$ cat src/rtl/ex_muldiv_unit.sv
// ============================================================================
// ex_muldiv_unit
// ----------------------------------------------------------------------------
// Iterative multiply / divide / multiply-accumulate engine for the EX stage.
// It retires one operand bit per clock and returns a 2*WIDTH {HI,LO} result.
// While it is working it holds the EX stage through stallreq_o.
//
//   Ops (op_i): 000 MULT, 001 MULTU, 010 MADD, 011 MADDU,
//               100 MSUB, 101 MSUBU, 110 DIV,  111 DIVU
//
// Flow: IDLE -> CALC (WIDTH cycles) -> FIX (1 cycle) -> DONE (1 cycle) -> IDLE.
// A divide by zero skips straight from IDLE to DONE.
//
// Parameters
//   WIDTH   operand width; result_o is 2*WIDTH bits
//   ACC_EN  1: MADD/MSUB accumulate into hilo; 0: they behave as MULT/MULTU
//
// Ports
//   clk            clock, rising edge
//   rst            synchronous active-high reset
//   start_i        request, sampled only in IDLE
//   op_i           operation code (see table above)
//   opa_i          multiplicand / dividend
//   opb_i          multiplier / divisor
//   hilo_i         current {HI,LO} for the accumulate ops
//   annul_i        abort; wins over everything except rst
//   busy_o         engine not idle
//   stallreq_o     combinational stall request toward the EX stage
//   done_o         one-cycle pulse; result_o is valid
//   result_o       {HI,LO}; for divides {remainder, quotient}; held until next done
//   div_by_zero_o  valid with done_o; set only for DIV/DIVU by zero
// ============================================================================
module ex_muldiv_unit #(
    parameter int WIDTH  = 32,
    parameter bit ACC_EN = 1'b1
) (
    input  logic                 clk,
    input  logic                 rst,
    input  logic                 start_i,
    input  logic [2:0]           op_i,
    input  logic [WIDTH-1:0]     opa_i,
    input  logic [WIDTH-1:0]     opb_i,
    input  logic [2*WIDTH-1:0]   hilo_i,
    input  logic                 annul_i,
    output logic                 busy_o,
    output logic                 stallreq_o,
    output logic                 done_o,
    output logic [2*WIDTH-1:0]   result_o,
    output logic                 div_by_zero_o
);

    localparam int DW    = 2 * WIDTH;
    localparam int CNT_W = (WIDTH > 1) ? $clog2(WIDTH) : 1;
    localparam logic [CNT_W-1:0] CNT_LAST = CNT_W'(WIDTH - 1);

    typedef enum logic [1:0] {
        S_IDLE = 2'd0,
        S_CALC = 2'd1,
        S_FIX  = 2'd2,
        S_DONE = 2'd3
    } state_t;

    state_t state_reg, state_next;

    // ------------------------------------------------------------------
    // Operation decode of the incoming request
    // ------------------------------------------------------------------
    logic             start_ok;
    logic             in_signed;
    logic             in_div;
    logic             in_acc_add;
    logic             in_acc_sub;
    logic             in_div_zero;
    logic [WIDTH-1:0] abs_a;
    logic [WIDTH-1:0] abs_b;

    assign start_ok    = (state_reg == S_IDLE) && start_i && !annul_i;
    assign in_signed   = ~op_i[0];
    assign in_div      = (op_i[2:1] == 2'b11);
    assign in_acc_add  = ACC_EN && (op_i[2:1] == 2'b01);
    assign in_acc_sub  = ACC_EN && (op_i[2:1] == 2'b10);
    assign in_div_zero = in_div && (opb_i == '0);

    // Magnitudes are taken as unsigned WIDTH-bit values, so the most
    // negative number maps onto itself and is still the correct magnitude.
    assign abs_a = (in_signed && opa_i[WIDTH-1]) ? (~opa_i + WIDTH'(1)) : opa_i;
    assign abs_b = (in_signed && opb_i[WIDTH-1]) ? (~opb_i + WIDTH'(1)) : opb_i;

    // ------------------------------------------------------------------
    // Operation context latched at start
    // ------------------------------------------------------------------
    logic             is_signed_reg;
    logic             is_div_reg;
    logic             acc_add_reg;
    logic             acc_sub_reg;
    logic             sign_a_reg;
    logic             sign_b_reg;
    logic [DW-1:0]    hilo_reg;
    logic [CNT_W-1:0] count_reg;

    // Multiplier datapath: product accumulates the shifted multiplicand
    // whenever the current low multiplier bit is set.
    logic [DW-1:0]    prod_reg;
    logic [DW-1:0]    mcand_reg;
    logic [WIDTH-1:0] mplier_reg;

    // Divider datapath: {rem,quot} shift left; quot starts as the dividend.
    logic [WIDTH-1:0] rem_reg;
    logic [WIDTH-1:0] quot_reg;
    logic [WIDTH-1:0] divisor_reg;

    logic [DW-1:0]    result_reg;
    logic             dbz_reg;

    // ------------------------------------------------------------------
    // One multiply step: gate the multiplicand by the current multiplier bit
    // ------------------------------------------------------------------
    logic [DW-1:0] addend;

    genvar gi;
    generate
        for (gi = 0; gi < DW; gi++) begin : g_addend
            assign addend[gi] = mcand_reg[gi] & mplier_reg[0];
        end
    endgenerate

    // ------------------------------------------------------------------
    // One restoring-divide step
    // ------------------------------------------------------------------
    // rem_reg is always below the divisor, so the shifted value needs one
    // extra bit but the difference after a successful subtract fits WIDTH.
    logic [WIDTH:0]   rem_shift;
    logic [WIDTH:0]   rem_diff;
    logic             rem_ge;

    assign rem_shift = {rem_reg, quot_reg[WIDTH-1]};
    assign rem_diff  = rem_shift - {1'b0, divisor_reg};
    assign rem_ge    = (rem_shift >= {1'b0, divisor_reg});

    // ------------------------------------------------------------------
    // Sign fix-up and accumulate (all arithmetic mod 2^DW)
    // ------------------------------------------------------------------
    logic [DW-1:0]    mul_signed;
    logic [DW-1:0]    mul_result;
    logic [WIDTH-1:0] quot_fix;
    logic [WIDTH-1:0] rem_fix;
    logic [DW-1:0]    fix_result;
    logic             neg_result;

    always_comb begin
        neg_result = is_signed_reg && (sign_a_reg ^ sign_b_reg);

        mul_signed = neg_result ? (~prod_reg + DW'(1)) : prod_reg;
        mul_result = mul_signed;
        if (acc_add_reg) begin
            mul_result = hilo_reg + mul_signed;
        end else if (acc_sub_reg) begin
            mul_result = hilo_reg - mul_signed;
        end

        // Quotient follows the sign rule; remainder follows the dividend.
        quot_fix = neg_result ? (~quot_reg + WIDTH'(1)) : quot_reg;
        rem_fix  = (is_signed_reg && sign_a_reg) ? (~rem_reg + WIDTH'(1)) : rem_reg;

        fix_result = is_div_reg ? {rem_fix, quot_fix} : mul_result;
    end

    // ------------------------------------------------------------------
    // FSM: state register
    // ------------------------------------------------------------------
    always_ff @(posedge clk) begin
        if (rst) begin
            state_reg <= S_IDLE;
        end else begin
            state_reg <= state_next;
        end
    end

    // ------------------------------------------------------------------
    // FSM: next state and outputs
    // ------------------------------------------------------------------
    always_comb begin
        state_next = state_reg;
        busy_o     = (state_reg != S_IDLE);
        done_o     = (state_reg == S_DONE);
        stallreq_o = start_ok || (state_reg == S_CALC) || (state_reg == S_FIX);

        if (annul_i) begin
            state_next = S_IDLE;
        end else begin
            case (state_reg)
                S_IDLE: begin
                    if (start_i) begin
                        state_next = in_div_zero ? S_DONE : S_CALC;
                    end
                end
                S_CALC: begin
                    if (count_reg == CNT_LAST) begin
                        state_next = S_FIX;
                    end
                end
                S_FIX:   state_next = S_DONE;
                S_DONE:  state_next = S_IDLE;
                default: state_next = S_IDLE;
            endcase
        end
    end

    // ------------------------------------------------------------------
    // Datapath
    // ------------------------------------------------------------------
    always_ff @(posedge clk) begin
        if (rst) begin
            is_signed_reg <= 1'b0;
            is_div_reg    <= 1'b0;
            acc_add_reg   <= 1'b0;
            acc_sub_reg   <= 1'b0;
            sign_a_reg    <= 1'b0;
            sign_b_reg    <= 1'b0;
            hilo_reg      <= '0;
            count_reg     <= '0;
            prod_reg      <= '0;
            mcand_reg     <= '0;
            mplier_reg    <= '0;
            rem_reg       <= '0;
            quot_reg      <= '0;
            divisor_reg   <= '0;
            result_reg    <= '0;
            dbz_reg       <= 1'b0;
        end else begin
            case (state_reg)
                S_IDLE: begin
                    if (start_ok) begin
                        is_signed_reg <= in_signed;
                        is_div_reg    <= in_div;
                        acc_add_reg   <= in_acc_add;
                        acc_sub_reg   <= in_acc_sub;
                        sign_a_reg    <= in_signed && opa_i[WIDTH-1];
                        sign_b_reg    <= in_signed && opb_i[WIDTH-1];
                        hilo_reg      <= hilo_i;
                        count_reg     <= '0;
                        prod_reg      <= '0;
                        mcand_reg     <= {{WIDTH{1'b0}}, abs_a};
                        mplier_reg    <= abs_b;
                        rem_reg       <= '0;
                        quot_reg      <= abs_a;
                        divisor_reg   <= abs_b;
                        if (in_div_zero) begin
                            // Short path straight to DONE with a zero result.
                            result_reg <= '0;
                            dbz_reg    <= 1'b1;
                        end
                    end
                end
                S_CALC: begin
                    count_reg <= count_reg + CNT_W'(1);
                    if (is_div_reg) begin
                        rem_reg  <= rem_ge ? rem_diff[WIDTH-1:0] : rem_shift[WIDTH-1:0];
                        quot_reg <= {quot_reg[WIDTH-2:0], rem_ge};
                    end else begin
                        prod_reg   <= prod_reg + addend;
                        mcand_reg  <= {mcand_reg[DW-2:0], 1'b0};
                        mplier_reg <= {1'b0, mplier_reg[WIDTH-1:1]};
                    end
                end
                S_FIX: begin
                    // An annul here must leave the previous result visible.
                    if (!annul_i) begin
                        result_reg <= fix_result;
                        dbz_reg    <= 1'b0;
                    end
                end
                default: begin
                end
            endcase
        end
    end

    assign result_o      = result_reg;
    assign div_by_zero_o = dbz_reg;

endmodule

$ cat config.mk
export PLATFORM = sky130hd
export DESIGN_NAME = ex_muldiv_unit
export DESIGN_NICKNAME = d
export VERILOG_FILES = /design/src/rtl/ex_muldiv_unit.sv
export SDC_FILE = /design/constraint.sdc
export NUM_CORES = 2
export LEC_CHECK = 0
export CORE_MARGIN = 8
export CORE_UTILIZATION = 30
export DETAILED_ROUTE_END_ITERATION = 12
export PLACE_DENSITY = 0.51
export SKIP_LAST_GASP = 1
export SYNTH_ARGS = -nofsm -noshare
export SYNTH_HDL_FRONTEND = slang
export SYNTH_SLANG_ARGS = --single-unit
export TNS_END_PERCENT = 100
$ cat constraint.sdc
create_clock -name clk -period 5.7 [get_ports clk]
set_clock_uncertainty 0.05 [all_clocks]
set_input_delay 0.57 -clock clk [delete_from_list [all_inputs] [get_ports clk]]
set_output_delay 0.57 -clock clk [all_outputs]
set_load 0.005 [all_outputs]
==> summary.txt <==
Global route
  • Pin count of the biggest net entering global routing: 88
  • Gr usage total: 22.7%
  • Antenna violations before repair: 3
  • First-pass GRT wire length: 217000 µm
  • Grt ovf: 0
  • Vias in the first global route: 33000

Die
  • Die height: 351 µm
  • Starting Density: 30.1%
  • I/O pin count: 203
  • Die Area: 123000 µm²
  • Core Footprint: 112000 µm²
  • Chip width: 351 µm
  • Rows: 123

STA
  • Final setup fails: 0
  • Final Max Tran Viols: 0
  • Final min period: 5.56 ns
  • RSZ-0062 raised after global routing: yes
  • Final critical-path share of the clock period: 97.5%
  • Hold WS: 0.252 ns
  • Fin. Hold Viols: 0
  • FMAX: 180 MHz
  • Final setup TNS: 0 ns
  • Relative slew margins: 26.5%
  • Worst Tran Pin Value: 1.10 ns

Job
  • Maxcap violations: 0

Setup path
  • Crit-path max FO: 9
  • CP Data Arrival Time: 6.07 ns
  • Critical path endpoint category: register
  • Worst setup SP type: register
  • WS Path Type: register to register
  • Critical path data required time: 6.22 ns

Clocking
  • Clock latency on the worst-skew pair: 0.65 ns
  • Clock tree from TritonCTS: built
  • Max clock buf depth: 3
  • Reg clk slew, reported paths: 0.07 ns
  • CTS sink count: 398
  • TritonCTS buffer count: 52
  • Root buffer cell: clkbuf_16
  • Post-CTS Setup Bufs: 0
  • CTS H-Tree Depth: 2

Cells and area
  • Multi-input logic area: 24000 µm²
  • Most frequent cells in the layout: a21oi_1, nand2_1, nor2_1
  • Layout Nets: 5276
  • Fin cells: 6434
  • Most common cell after layout, fill and taps aside: a21oi_1
  • Layout cells sized above 1: 7.95%
  • Final core utilization: 35.9%
  • Sequential cell area: 7980 µm²
  • Layout area overhead: 19.2%
  • Filler cell count: 12100

Power and ir drop
  • Leak pwr: 15.6 nW
  • Peak VDD IR: 0.000211 V
  • Combinational fraction of design power: 24.0%
  • Power Total: 8.43 mW
  • Pwr/cell area: 210 nW/µm²
  • Switch Pwr: 2.79 mW
  • Cell internal power dissipation: 5.64 mW
  • Clock Power Share: 40.6%
  • Switching Fraction: 33.1%
  • Seq pwr share: 35.5%

Synthesis
  • Average cell area after synthesis: 7.19 µm²
  • Synth async-reset ratio: 0%
  • Post-synthesis sequential area ratio: 23.6%
  • Synthesized Nets: 5076
  • Cells after Synth: 4690
  • Synth warn: 0
  • Synth unique cells: 98
  • Register bit total from synthesis: 398
  • Area of the mapped netlist: 33700 µm²
  • Post-synth EDFFs: 0
  • Synth Flop Type: dfxtp_1

Placed design
  • GPL Wtd Cong: 0.980
  • Placed instance count: 6336
  • DPL Wire Length: 116000 µm
  • Port Buffers: 202

Routing
  • Met3 routed WL: 10400 µm
  • Routed wire per std cell: 22.8 µm
  • Wire length on met2: 62000 µm
  • # DRC: 0
  • Final WL: 146000 µm
  • Post-route antenna net violation count: 0
  • WL met1: 70000 µm
  • Avg Vias per Cell: 5.54
  • DR iter-0 viols: 3685
  • DR top layer: met4
  • Vias: 35600
  • Drt first pass iters: 6

Min path
  • Worst hold path class: input port to register

Run status
  • Status: finished, final reports clean
[power by group through the flow]
stage	clock network (mW)	registers [mW]	logic (mW)
after detailed placement	0	3.05	1.98
after global placement	0	3.05	1.99
after CTS	3.51	2.99	1.99
final	3.42	2.99	2.02
after global routing	3.62	3.00	2.19
after floorplan	0	2.99	1.25
[worst max-delay path, stage by stage, from the launching register on]
cell      delay [ns]
dfxtp_1         0.30
buf_4           0.16
nor4_1          0.35
nand3_1         0.20
o21ai_0         0.23
xor2_1          0.53
inv_1           0.11
ha_1            0.32
buf_4           0.17
inv_1           0.08
a21oi_1         0.13
o31ai_1         0.11
a22oi_1         0.59
nor2_1          0.17
o21ai_0         0.62
nand4_1         0.33
nand4_1         0.24
a211oi_1        0.10
buf_4           0.16
o311a_1         0.32
o32ai_1         0.21
[per-stage QoR]
step	setup slack, ns	area [µm²]
2_1_floorplan	0.706	33700
3_3_place_gp	0.136	38300
3_5_place_dp	0.198	38300
4_1_cts	0.197	40100
5_1_grt	-0.0266	40200
6_report	0.145	40200
[logic make-up after synthesis]
group	after synthesis	synth area share [%]
compound gates	1541	29.1
xor+xnor	364	9.48
fa+ha+maj	251	9.41
buf+inv	508	5.73
flops	398	23.6
mux	25	0.750
simple gates	1603	21.8
[worst paths after layout]
path | startpoint | to | slack [ns] | cells after the start
setup / recovery | prod_reg[0] | result_o[58] | 0.14 | 20
hold / removal | rst | hilo_reg[58] | 0.25 | 2
setup reg to reg | prod_reg[0] | result_o[58] | 0.14 | 20
hold reg to reg | mcand_reg[37] | mcand_reg[38] | 0.39 | 2
[metal layers]
layer  up-vias  track usage [%]
met3       181             3.53
met4         0             5.88
li1      17200                -
met5         -                0
met1     16900             33.4
met2      1298             34.3
[cells in the mapped netlist (53+ instances only)]
cell type  count  area share, %
xnor2_1      244            6.3
nand3_1      134            2.0
nor2_1       409            4.6
dfxtp_1      398             24
o21ai_0      263            3.9
o31ai_1       60            1.3
clkbuf_1     243            2.7
a211oi_1      81            1.8
and2_1        79            1.5
nor4_1        53           0.98
a21oi_1      598            8.9
o211ai_1      53            1.2
ha_1         247            9.2
xor2_1       119            3.1
nand2b_1      58            1.1
nand2_1      595            6.6
nor3_1        91            1.4
a21o_1        71            1.6
inv_1        224            2.5
[layout make-up]
type                    count  area share (%)
clock buffers              72            3.65
multi-input cells        3784            59.7
well taps                1500            4.67
flip-flops and latches    398            19.9
repair buffers            428            9.30
clock inverters            24           0.695
inverters                 226            2.11
diodes                      2          0.0125
[what timing repair did]
item / 4_1_cts / 5_1_grt
setup endpoints to repair: 0 / 13
hold buffers: 0 / 0
resized for setup: 0 / 15
(Power assumes the default switching activity.)
